`config.mk`:
```
export PLATFORM = sky130hd
export DESIGN_NAME = ram_arbiter
export DESIGN_NICKNAME = d
export VERILOG_FILES = /design/src/rtl/ram_arbiter.sv
export SDC_FILE = /design/constraint.sdc
export NUM_CORES = 1
export LEC_CHECK = 0
export ABC_AREA = 1
export CAP_MARGIN = 20
export CORE_AREA = 2 2 89 91
export CTS_CLUSTER_DIAMETER = 200
export DETAILED_ROUTE_END_ITERATION = 8
export DIE_AREA = 0 0 91 93
export PLACE_DENSITY = 0.82
export RECOVER_POWER = 50
export REMOVE_ABC_BUFFERS = 1
export SYNTH_ARGS = -nofsm -noshare
export SYNTH_HDL_FRONTEND = slang
export SYNTH_SLANG_ARGS = --single-unit
```
`constraint.sdc`:
```
create_clock -name clock -period 1.85 [get_ports clock]
set_clock_uncertainty 0.2 [all_clocks]
set_input_delay 0.185 -clock clock [delete_from_list [all_inputs] [get_ports clock]]
set_output_delay 0.185 -clock clock [all_outputs]
set_load 0.02 [all_outputs]
```
`src/rtl/ram_arbiter.sv`:
```
// ram_arbiter: shares a single-clock dual-port RAM between two requesters, one access per cycle.
// Define RAM_ARB_RR_EN for round-robin arbitration in IDLE (default build: port 0 has priority).
`timescale 1ns/1ps
module ram_arbiter #(
    parameter int DATA_WIDTH    = 16,
    parameter int ADDRESS_WIDTH = 8
) (
    input  logic                     clock,
    input  logic                     reset_n,
    input  logic [1:0]               req,
    input  logic [1:0]               lock,
    input  logic [1:0]               we,
    input  logic [ADDRESS_WIDTH-1:0] addr0,
    input  logic [ADDRESS_WIDTH-1:0] addr1,
    input  logic [DATA_WIDTH-1:0]    wdata0,
    input  logic [DATA_WIDTH-1:0]    wdata1,
    output logic [1:0]               gnt,
    output logic [1:0]               rvalid,
    output logic [DATA_WIDTH-1:0]    rdata,
    output logic [ADDRESS_WIDTH-1:0] ram_write_address,
    output logic                     ram_write_enable,
    output logic [DATA_WIDTH-1:0]    ram_data_write,
    output logic [ADDRESS_WIDTH-1:0] ram_read_address,
    output logic                     ram_read_enable,
    input  logic [DATA_WIDTH-1:0]    ram_data_read
);
    typedef enum logic [1:0] {IDLE, OWN0, OWN1} state_t;

    state_t                   state, state_nxt;
    logic                     rr_last;
    logic [1:0]               arb_gnt, gnt_raw;
    logic                     win, win_we;
    logic [ADDRESS_WIDTH-1:0] win_addr;
    logic [DATA_WIDTH-1:0]    win_wdata;
    logic [1:0]               tag_vld;
    logic [1:0]               tag_port;

    always_comb begin
        arb_gnt = 2'b00;
`ifdef RAM_ARB_RR_EN
        // on conflict the port that did not win last time goes first
        if (req == 2'b11) arb_gnt = rr_last ? 2'b01 : 2'b10;
        else              arb_gnt = req;
`else
        if (req[0])      arb_gnt = 2'b01;
        else if (req[1]) arb_gnt = 2'b10;
`endif
    end

`ifndef RAM_ARB_RR_EN
    logic unused_rr;
    assign unused_rr = rr_last;
`endif

    always_comb begin
        state_nxt = state;
        gnt_raw   = arb_gnt;
        case (state)
            IDLE: begin
                if (arb_gnt[0] && lock[0])      state_nxt = OWN0;
                else if (arb_gnt[1] && lock[1]) state_nxt = OWN1;
            end
            // owner keeps exclusive access while locked; once lock drops, normal arbitration applies
            OWN0: begin
                if (lock[0]) gnt_raw = {1'b0, req[0]};
                else         state_nxt = IDLE;
            end
            OWN1: begin
                if (lock[1]) gnt_raw = {req[1], 1'b0};
                else         state_nxt = IDLE;
            end
            default: state_nxt = IDLE;
        endcase
    end

    assign gnt       = reset_n ? gnt_raw : 2'b00;
    assign win       = gnt[1];
    assign win_we    = we[win];
    assign win_addr  = win ? addr1 : addr0;
    assign win_wdata = win ? wdata1 : wdata0;

    always_ff @(posedge clock or negedge reset_n) begin
        if (!reset_n) begin
            state             <= IDLE;
            rr_last           <= 1'b1;
            ram_write_enable  <= 1'b0;
            ram_read_enable   <= 1'b0;
            ram_write_address <= '0;
            ram_read_address  <= '0;
            ram_data_write    <= '0;
            tag_vld           <= 2'b00;
            tag_port          <= 2'b00;
            rvalid            <= 2'b00;
            rdata             <= '0;
        end else begin
            state            <= state_nxt;
            ram_write_enable <= 1'b0;
            ram_read_enable  <= 1'b0;
            rvalid           <= 2'b00;
            // stage 0 mirrors the read command, stage 1 the cycle the RAM output is valid
            tag_vld          <= {tag_vld[0], (|gnt) & ~win_we};
            tag_port         <= {tag_port[0], win};
            if (|gnt) begin
                rr_last <= win;
                if (win_we) begin
                    ram_write_enable  <= 1'b1;
                    ram_write_address <= win_addr;
                    ram_data_write    <= win_wdata;
                end else begin
                    ram_read_enable  <= 1'b1;
                    ram_read_address <= win_addr;
                end
            end
            if (tag_vld[1]) begin
                rvalid <= tag_port[1] ? 2'b10 : 2'b01;
                rdata  <= ram_data_read;
            end
        end
    end
endmodule
```
==> qor.csv, run 1 <==
metric,value,unit
status,"finished, violations left",
failing checks,setup timing,
peak supply drop,0.000619,V
CTS Root Cell,clkbuf_8,
Die Ht,93,µm
"commonest non-fill, non-tap cell in the layout",nand2_1,
fillers,642,
Via-to-Cell Ratio,4.69,
leakage component of the power,0.00231,µW
min cycle time layout,2.00,ns
setup tns final,-4.08,ns
post-synthesis cell type count,19,
area of the die,8460,µm²
Reg area,1430,µm²
area of the mapped netlist,2720,µm²
Reg2Reg Setup Slack,-0.15,ns
RSZ-0062 raised after global routing,yes,
Die Wd,91,µm
Sink Count,57,
crit path DAT,2.01,ns
fmax,500,MHz
Worst EP required,1.86,ns
"Slew Viols, Final",0,
met1 Resource Use GR,0.228,
CTS Buf Count,9,
drt total wl,8150,µm
Synthesis Warnings,0,
"commonest cells after routing, fill and taps aside","nand2_1, clkdlybuf4s50_1, nand3_1, dfrtp_1, buf_4",
H-tree levels,3,
reg2reg end,ram_data_write[12]$_DFFE_PN0P_,
post-DR wirelength/cell,13.6,µm
post-synth top area share,0.525,
Row Count,32,
final setup violation count,36,
GPL Wtd Cong,0.759,
Skew-Pair Late Insertion Delay,0.32,ns
met2 GRT Util,0.337,
Mapped Cells,344,
P per Cell Area,1530,nW/µm²
gr busiest metal,met2,
total core area,7530,µm²
first-pass GRT wire length,13100,µm
share of layout cells above drive strength 1,0.161,
DRC viols,0,
"Net count, final",569,
initial antenna violation count,0,
largest net degree at the start of global routing,76,
first-pass iteration count of the detailed router,4,
post-synthesis register bit count,57,
met3 Use GR,0.0467,
vias in the first global route,2837,
total power,7140,µW
I/O pins,126,
Slew headroom,0.548,
MaxCap Viol Count,0,
post-synthesis area per instance,7.90,µm²
GRT Util Overall,0.195,
"Period Utilization, post-route",1.08,
leading area contributor after synthesis,dfrtp_1,
Worst Setup End Kind,register,
CTS tree,yes,
worst r2r src,state[0]$_DFFE_PN0P_,
via count,2812,
worst slew pin tran,0.678,ns
Multi-input gate area,1260,µm²
final hold vios,0,
FF-to-FF path depth,13,
"Clk pin slew, worst setup/hold paths",0.06,ns
Syn-to-layout area delta,71.4,%
Setup WS post-layout,-0.149,ns
CTS max path bufs,2,
Ant. Diodes,0,
register area share after synthesis,0.525,
worst hold path type,in -> async,
dpl hpwl,5990,µm
total grt overflow,0,
CP Class,reg -> reg,
Area contributors post-synth,"dfrtp_1, nand2_1, nand3_1",
drt first-iter violations,120,
Initial Util,0.361,
crit-path max FO,18,
Critical path origin,state[0]$_DFFE_PN0P_,
input/output buffers,125,
Worst Setup EP,ram_data_write[12]$_DFFE_PN0P_,
type of origin of the critical path,register,
Final ANT Viol Nets,0,
flip-flops by register name, indices dropped and copies added, names as in the netlist:
name / flops
ram_data_write: 16
ram_read_address: 8
ram_write_address: 8
ram_write_enable: 1
rdata: 16
rvalid: 2
state: 2
tag_port: 2
tag_vld: 2
logic make-up (layout without fill, tap and decap cells):
kind of cell | after synthesis | after routing | share of synthesized area
adder cells (fa/ha/maj) | 4 | 4 | 0.0184
AO/OA/AOI/OAI | 4 | 4 | 0.00828
AND/OR/NAND/NOR | 246 | 246 | 0.392
flip-flops | 57 | 57 | 0.525
buffers and inverters | 33 | 186 | 0.0571
metal layers:
metal / part of all wire / up-vias / wire length [µm]
met2: 0.49 / 127 / 4000
met1: 0.41 / 1290 / 3340
met5: 0 / - / 0
li1: - / 1375 / -
met3: 0.070 / 20 / 568
met4: 0.028 / 0 / 231
critical path, cell delays in order (launching register included):
cell and delay (ns):
dfrtp_1 0.37, inv_2 0.07, ha_4 0.27, inv_2 0.03, nor2_2 0.10, nand2_2 0.07
nand2_4 0.09, nand2_8 0.06, buf_12 0.15, nand2_8 0.07, nand3_4 0.09, buf_12 0.16
nand2_1 0.07, nand2_1 0.06
power breakdown:
| group | internal [µW] | switching [µW] | leakage (µW) |
|---|---|---|---|
| sequential | 1790 | 313 | 0.000722 |
| combinational | 1830 | 2070 | 0.00148 |
| clock | 683 | 446 | 0.000102 |
synthesized netlist by cell type:
library cell    n
clkinv_1        1
o211ai_1        1
o21ai_0         3
buf_4           1
ha_1            4
dfrtp_1        57
nand2_1       172
clkbuf_1        3
nand3_4         1
buf_2          10
nand3_1        61
inv_1          13
nand2_2         5
nor2_1          3
nand2_4         3
buf_6           2
inv_2           2
buf_1           1
nand2_8         1
through the flow:
stage          setup WS [ns]  cell area, µm²  hold WS (ns)  utilization  instances
2_1_floorplan         -0.434            2620        -0.311            -        327
3_3_place_gp          -0.313            4200        -0.164        0.558        576
3_5_place_dp          -0.405            4200        -0.166        0.558        576
4_1_cts               -0.138            4620        0.0328        0.614        599
5_1_grt               -0.235            4660        0.0401        0.619        599
6_report              -0.149            4660        0.0459        0.619        599
how the worst min path moves through the flow:
stage                  from                            end  slack (ns)  cells past startpoint
floorplan           reset_n  ram_data_write[0]$_DFFE_PN0P_       -0.31                      0
global placement    reset_n           state[1]$_DFFE_PN0P_       -0.16                      1
detailed placement  reset_n           state[1]$_DFFE_PN0P_       -0.17                      1
CTS                 reset_n           state[0]$_DFFE_PN0P_        0.03                      2
global route        reset_n           state[0]$_DFFE_PN0P_        0.04                      2
finish              reset_n           state[1]$_DFFE_PN0P_        0.05                      2
final cells by class:
type / instances / area share
multi-input cells: 254 / 0.271
clock inverters: 3 / 0.00859
inverters: 16 / 0.0129
flip-flops and latches: 57 / 0.306
repair buffers: 155 / 0.341
well taps: 102 / 0.0274
clock buffers: 12 / 0.0333
what timing repair did:
item | 4_1_cts | 5_1_grt
endpoints found under the hold margin | 57 | 0
resized for setup | 42 | 11
cloned | 1 | 0
buffers inserted | 6 | 0
pin swaps | 6 | 1
hold buffers | 1 | 0
endpoints found under the setup margin | 36 | 36
(Power assumes the default switching activity.)
==> run 2, diff against run 1 <==
==> constraint.sdc (replaced) <==
create_clock -name clock -period 1.85 [get_ports clock]
set_clock_uncertainty 0.2 [all_clocks]
set_input_delay 0.37 -clock clock [delete_from_list [all_inputs] [get_ports clock]]
set_output_delay 0.37 -clock clock [all_outputs]
set_load 0.02 [all_outputs]
==> run 2 against run 1 <==
Effect of this change:
- the run still ends with setup timing left
- combinational power is 4% lower
- wire length is 7.5% higher
- sequential share of layout area is 0.49 points lower
- global-route usage is 1.7 points higher
- sequential power hardly changed
- via count is 2.6% higher
- maximum frequency is 8.0% lower
- largest cell class unchanged
- largest power group unchanged
==> qor.csv, run 2 (synthesized netlist as in run 1, its figures left out) <==
metric,value,unit
status,"finished, violations left",
failing checks,setup timing,
area of the die,8460,µm²
Row Count,32,
leakage component of the power,0.00255,µW
via count,2884,
Combinational Power Share,0.537,
final hold vios,0,
first-pass GRT wire length,13900,µm
Setup WS post-layout,-0.323,ns
vias in the first global route,2939,
CP Class,reg -> out,
share of layout cells above drive strength 1,0.157,
drt total wl,8760,µm
"Top cell by count, worst path",inv_2,
"Net count, final",581,
CTS tree,yes,
reg2reg end,ram_read_address[3]$_DFFE_PN0P_,
CTS max path bufs,2,
FF-to-FF path depth,13,
total core area,7530,µm²
I/O pins,126,
MaxCap Viol Count,0,
worst hold path type,reg -> reg,
Die Wd,91,µm
Final Core Density,0.629,
Ant. Diodes,0,
fin cells,612,
initial antenna violation count,0,
max incr delay on CP,0.39,ns
CTS Buf Count,9,
hold path depth,0,
crit path DAT,1.60,ns
Reg2Reg Setup Slack,-0.26,ns
input/output buffers,125,
fmax,460,MHz
GPL Wtd Cong,0.748,
DRC viols,0,
Skew-Pair Late Insertion Delay,0.34,ns
post-DR wirelength/cell,14.3,µm
Largest regs,"ram_data_write x16, rdata x16",
worst slew pin tran,0.884,ns
GRT Util Overall,0.212,
Hold Startpoint,tag_port[0]$_DFF_PN0_,
largest net degree at the start of global routing,25,
"Slew Viols, Final",0,
"commonest non-fill, non-tap cell in the layout",nand2_1,
RSZ-0062 raised after global routing,yes,
peak supply drop,0.000671,V
crit-path max FO,3,
Final ANT Viol Nets,0,
worst r2r src,state[0]$_DFFE_PN0P_,
Worst Setup End Kind,primary output,
drt first-iter violations,102,
H-tree levels,3,
Initial Util,0.361,
Hold Path End,tag_port[1]$_DFF_PN0_,
min cycle time layout,2.17,ns
type of origin of the critical path,register,
Clock Power Share,0.166,
first-pass iteration count of the detailed router,4,
"Period Utilization, post-route",1.17,
Seq pwr share,0.297,
Slowest cell on crit path,dfrtp_1,
Via-to-Cell Ratio,4.71,
P_sw,2920,µW
"commonest cells after routing, fill and taps aside","nand2_1, clkdlybuf4s50_1, nand3_1",
final setup violation count,36,
Sink Count,57,
Worst EP required,1.28,ns
dpl hpwl,5980,µm
total grt overflow,0,
Syn-to-layout area delta,74.1,%
Internal,4080,µW
Die Ht,93,µm
CTS Root Cell,clkbuf_8,
"Clk pin slew, worst setup/hold paths",0.07,ns
crit-path cells,"inv_2, ha_4, inv_2, nor2_1, nand2_1, nand2_4, nand2_8, inv_4, buf_6",
P per Cell Area,1480,nW/µm²
sw frac,0.417,
Slew headroom,0.411,
placed insts,580,
==> run 2: cell count changes in the layout (fill, tap and decap cells not counted), moves of 3 or more <==
cell and change:
buf_12 +3, clkdlybuf4s50_1 -52, dlygate4sd2_1 +49, buf_4 +4
dlymetal6s2s_1 +3, nand2_2 -8, buf_6 -5, nand2_1 +8
==> run 2: layout make-up <==
class	count	area [µm²]
repair buffers	166	1670
flip-flops and latches	57	1430
fillers	664	2790
inverters	16	62.6
clock inverters	5	55.1
well taps	102	128
multi-input cells	255	1250
clock buffers	11	141
==> run 2: worst max-delay path by stage <==
stage | slack, ns | endpoint | cells past startpoint | start
final | -0.32 | gnt[1] | 9 | state[0]$_DFFE_PN0P_
after floorplan | -0.43 | ram_data_write[0]$_DFFE_PN0P_ | 11 | state[0]$_DFFE_PN0P_
after global routing | -0.37 | gnt[1] | 9 | state[0]$_DFFE_PN0P_
after CTS | -0.32 | gnt[1] | 9 | state[0]$_DFFE_PN0P_
after global placement | -0.64 | gnt[1] | 8 | req[1]
after detailed placement | -0.66 | gnt[1] | 8 | lock[1]
==> run 2: routing by layer <==
layer  part of all wire  up-vias  GRT usage  wire length (µm)
li1                   -     1412          -                 -
met1               0.42     1333      0.254              3640
met2               0.50      128      0.370              4370
met3              0.071       11     0.0459               620
met4              0.015        0     0.0859               131
met5                  0        -          0                 0
==> run 2: critical path: cells and delay by family (launching register included) <==
kind	cells	cell delay, ns
buffers and inverters	4	0.27
DFF	1	0.39
adders and majority gates	1	0.28
and+or+nand+nor	4	0.34
==> run 2: repair_timing <==
| item | CTS | global route |
|---|---|---|
| endpoints found under the setup margin | 85 | 39 |
| hold endpoints to repair | 11 | 0 |
| pin swaps | 4 | 5 |
| cloned | 4 | 1 |
| hold buffers | 3 | 0 |
| gates resized for setup | 86 | 11 |
| buffers inserted | 7 | 1 |
==> run 2: through the flow <==
step | area, µm² | setup slack [ns] | setup TNS (ns) | hold slack, ns | power, µW
finish | 4730 | -0.323 | -8.13 | 0.163 | 7000
global route | 4730 | -0.373 | -10.81 | 0.168 | 7440
CTS | 4700 | -0.324 | -8.14 | 0.139 | 7000
detailed placement | 4260 | -0.658 | -20.21 | 0.146 | 5700
global placement | 4260 | -0.637 | -18.83 | 0.137 | 5570
floorplan | 2620 | -0.434 | -13.05 | -0.126 | 3790
==> run 2: power groups by stage <==
| stage | clock [µW] | sequential (µW) | combinational, µW |
|---|---|---|---|
| floorplan | 0 | 2710 | 1090 |
| global placement | 0 | 2080 | 3490 |
| detailed placement | 0 | 2100 | 3600 |
| CTS | 1180 | 2070 | 3740 |
| global route | 1240 | 2130 | 4070 |
| finish | 1160 | 2080 | 3760 |
==> run 3, diff against run 2 <==
CORE_AREA = 3 3 90 92   (was 2 2 89 91)
DIE_AREA = 0 0 93 95   (was 0 0 91 93)
==> run 3 against run 2 <==
Effect of this change:
- the flow still finishes with violations (setup timing)
- die area grew 4.4%
- clock-buffer cell count stayed put
- non-clock buffer count shrank 4
- largest cell class unchanged
==> qor.csv, run 3 (synthesized netlist as in run 1, its figures left out) <==
metric,value,unit
Worst Setup EP,gnt[1],
Sink Count,57,
"Period Utilization, post-route",1.17,
Row Count,31,
DRC viols,0,
leakage component of the power,0.00257,µW
Slowest cell on crit path,dfrtp_1,
MaxCap Viol Count,0,
CTS max path bufs,2,
worst slew pin tran,0.555,ns
Worst EP required,1.28,ns
CP Class,reg -> out,
"Slew Viols, Final",0,
vias in the first global route,2868,
final hold vios,0,
"delay-heaviest family, CP",flip-flops,
dpl hpwl,6250,µm
max incr delay on CP,0.40,ns
Ant. Diodes,0,
initial antenna violation count,0,
Skew-Pair Late Insertion Delay,0.34,ns
Final Core Density,0.670,
"commonest cells after routing, fill and taps aside","nand2_1, clkdlybuf4s50_1, dfrtp_1",
post-route cell area,4890,µm²
failing checks,setup timing,
Syn-to-layout area delta,79.8,%
type of origin of the critical path,register,
final setup violation count,36,
Reg2Reg Setup Slack,-0.25,ns
reg2reg end,ram_data_write[12]$_DFFE_PN0P_,
I/O pins,126,
CP Buf/Inv Count,4,
placed inst area,4220,µm²
min cycle time layout,2.16,ns
Die Wd,93,µm
CTS tree,yes,
Setup WS post-layout,-0.312,ns
Stages on worst setup path,10,
share of layout cells above drive strength 1,0.213,
drt total wl,9040,µm
GRT Util Overall,0.199,
status,"finished, violations left",
post-place setup slack,-0.680,ns
largest net degree at the start of global routing,49,
area of the die,8840,µm²
Critical path origin,state[1]$_DFFE_PN0P_,
H-tree levels,3,
Slew headroom,0.630,
total core area,7290,µm²
worst r2r src,state[1]$_DFFE_PN0P_,
crit path DAT,1.59,ns
RSZ-0062 raised after global routing,yes,
CTS Root Cell,clkbuf_8,
Worst Setup End Kind,primary output,
FF-to-FF path depth,14,
Die Ht,95,µm
crit-path cells,"inv_2, buf_6, ha_4, nand2_2, nand2_1, nand2_2, nand2_4, nand2_8, inv_4, buf_6",
Final ANT Viol Nets,0,
post-DR wirelength/cell,14.9,µm
drt first-iter violations,77,
CTS Buf Count,9,
Via-to-Cell Ratio,4.86,
total power,7480,µW
Largest regs,"ram_data_write x16, rdata x16",
total grt overflow,0,
via count,2938,
P per Cell Area,1530,nW/µm²
"Net count, final",577,
first-pass iteration count of the detailed router,5,
crit-path max FO,3,
fmax,463,MHz
peak supply drop,0.000707,V
"Clk pin slew, worst setup/hold paths",0.07,ns
GPL Wtd Cong,0.861,
"commonest non-fill, non-tap cell in the layout",nand2_1,
Initial Util,0.373,
input/output buffers,125,
worst hold path type,in -> async,
first-pass GRT wire length,13700,µm
[run 3: changes by cell type in the layout (fill, tap and decap cells not counted), moves of 4 or more]
cell       before  now
nand2_1       169  150
nand2_2         5   24
clkbuf_16       0    5
clkbuf_1        4    0
nand3_1        58   54
nand3_2         2    6
[run 3: worst min-delay path by stage]
stage	end	start	slack, ns
final	tag_port[0]$_DFF_PN0_	reset_n	0.02
after global routing	tag_port[0]$_DFF_PN0_	reset_n	0.05
after CTS	ram_data_write[5]$_DFFE_PN0P_	reset_n	0.02
after detailed placement	tag_port[1]$_DFF_PN0_	tag_port[0]$_DFF_PN0_	0.13
after global placement	tag_port[1]$_DFF_PN0_	tag_port[0]$_DFF_PN0_	0.14
after floorplan	ram_data_write[0]$_DFFE_PN0P_	reset_n	-0.13
[run 3: layout make-up]
class | instances | area [µm²]
Inverter | 16 | 62.6
Sequential cell | 57 | 1430
Timing Repair Buffer | 162 | 1710
Tap cell | 99 | 124
Clock inverter | 5 | 77.6
Fill cell | 605 | 2400
Clock buffer | 11 | 151
Multi-Input combinational cell | 255 | 1340
[run 3: power by group]
group | total [µW] | leakage (µW) | switching [µW] | internal [µW]
Combinational | 4040 | 0.00174 | 2250 | 1790
Clock | 1340 | 0.000115 | 513 | 827
Sequential | 2100 | 0.000722 | 311 | 1790
Total | 7480 | 0.00257 | 3070 | 4410
[run 3: worst register-to-register path: stages (launching register included)]
cell and delay [ns]:
dfrtp_1 0.37, inv_2 0.07, buf_6 0.13, ha_4 0.15, nand2_2 0.06, nand2_1 0.05
nand2_2 0.08, nand2_4 0.08, buf_6 0.12, buf_12 0.13, nand3_4 0.10, nand3_4 0.15
clkbuf_16 0.21, nand2_2 0.05, nand2_1 0.05
[run 3: metrics by stage]
step / TNS, ns / std cells / hold WS (ns)
2_1_floorplan: -13.05 / 327 / -0.126
3_3_place_gp: -16.99 / 573 / 0.139
3_5_place_dp: -19.39 / 573 / 0.135
4_1_cts: -9.30 / 591 / 0.0188
5_1_grt: -10.14 / 605 / 0.0461
6_report: -7.43 / 605 / 0.0179
[run 3: timing repair]
item,in CTS,in global routing
hold buffers,1,0
setup endpoints to repair,85,38
gates resized for setup,76,51
pin swaps,6,19
gates cloned,0,6
hold endpoints to repair,14,0
buffers inserted,1,8
[run 3: layer usage]
layer | routed length [µm] | GRT usage
met1 | 3720 | 0.242
met2 | 4490 | 0.341
met3 | 698 | 0.0502
met4 | 122 | 0.0769
met5 | 0 | 0
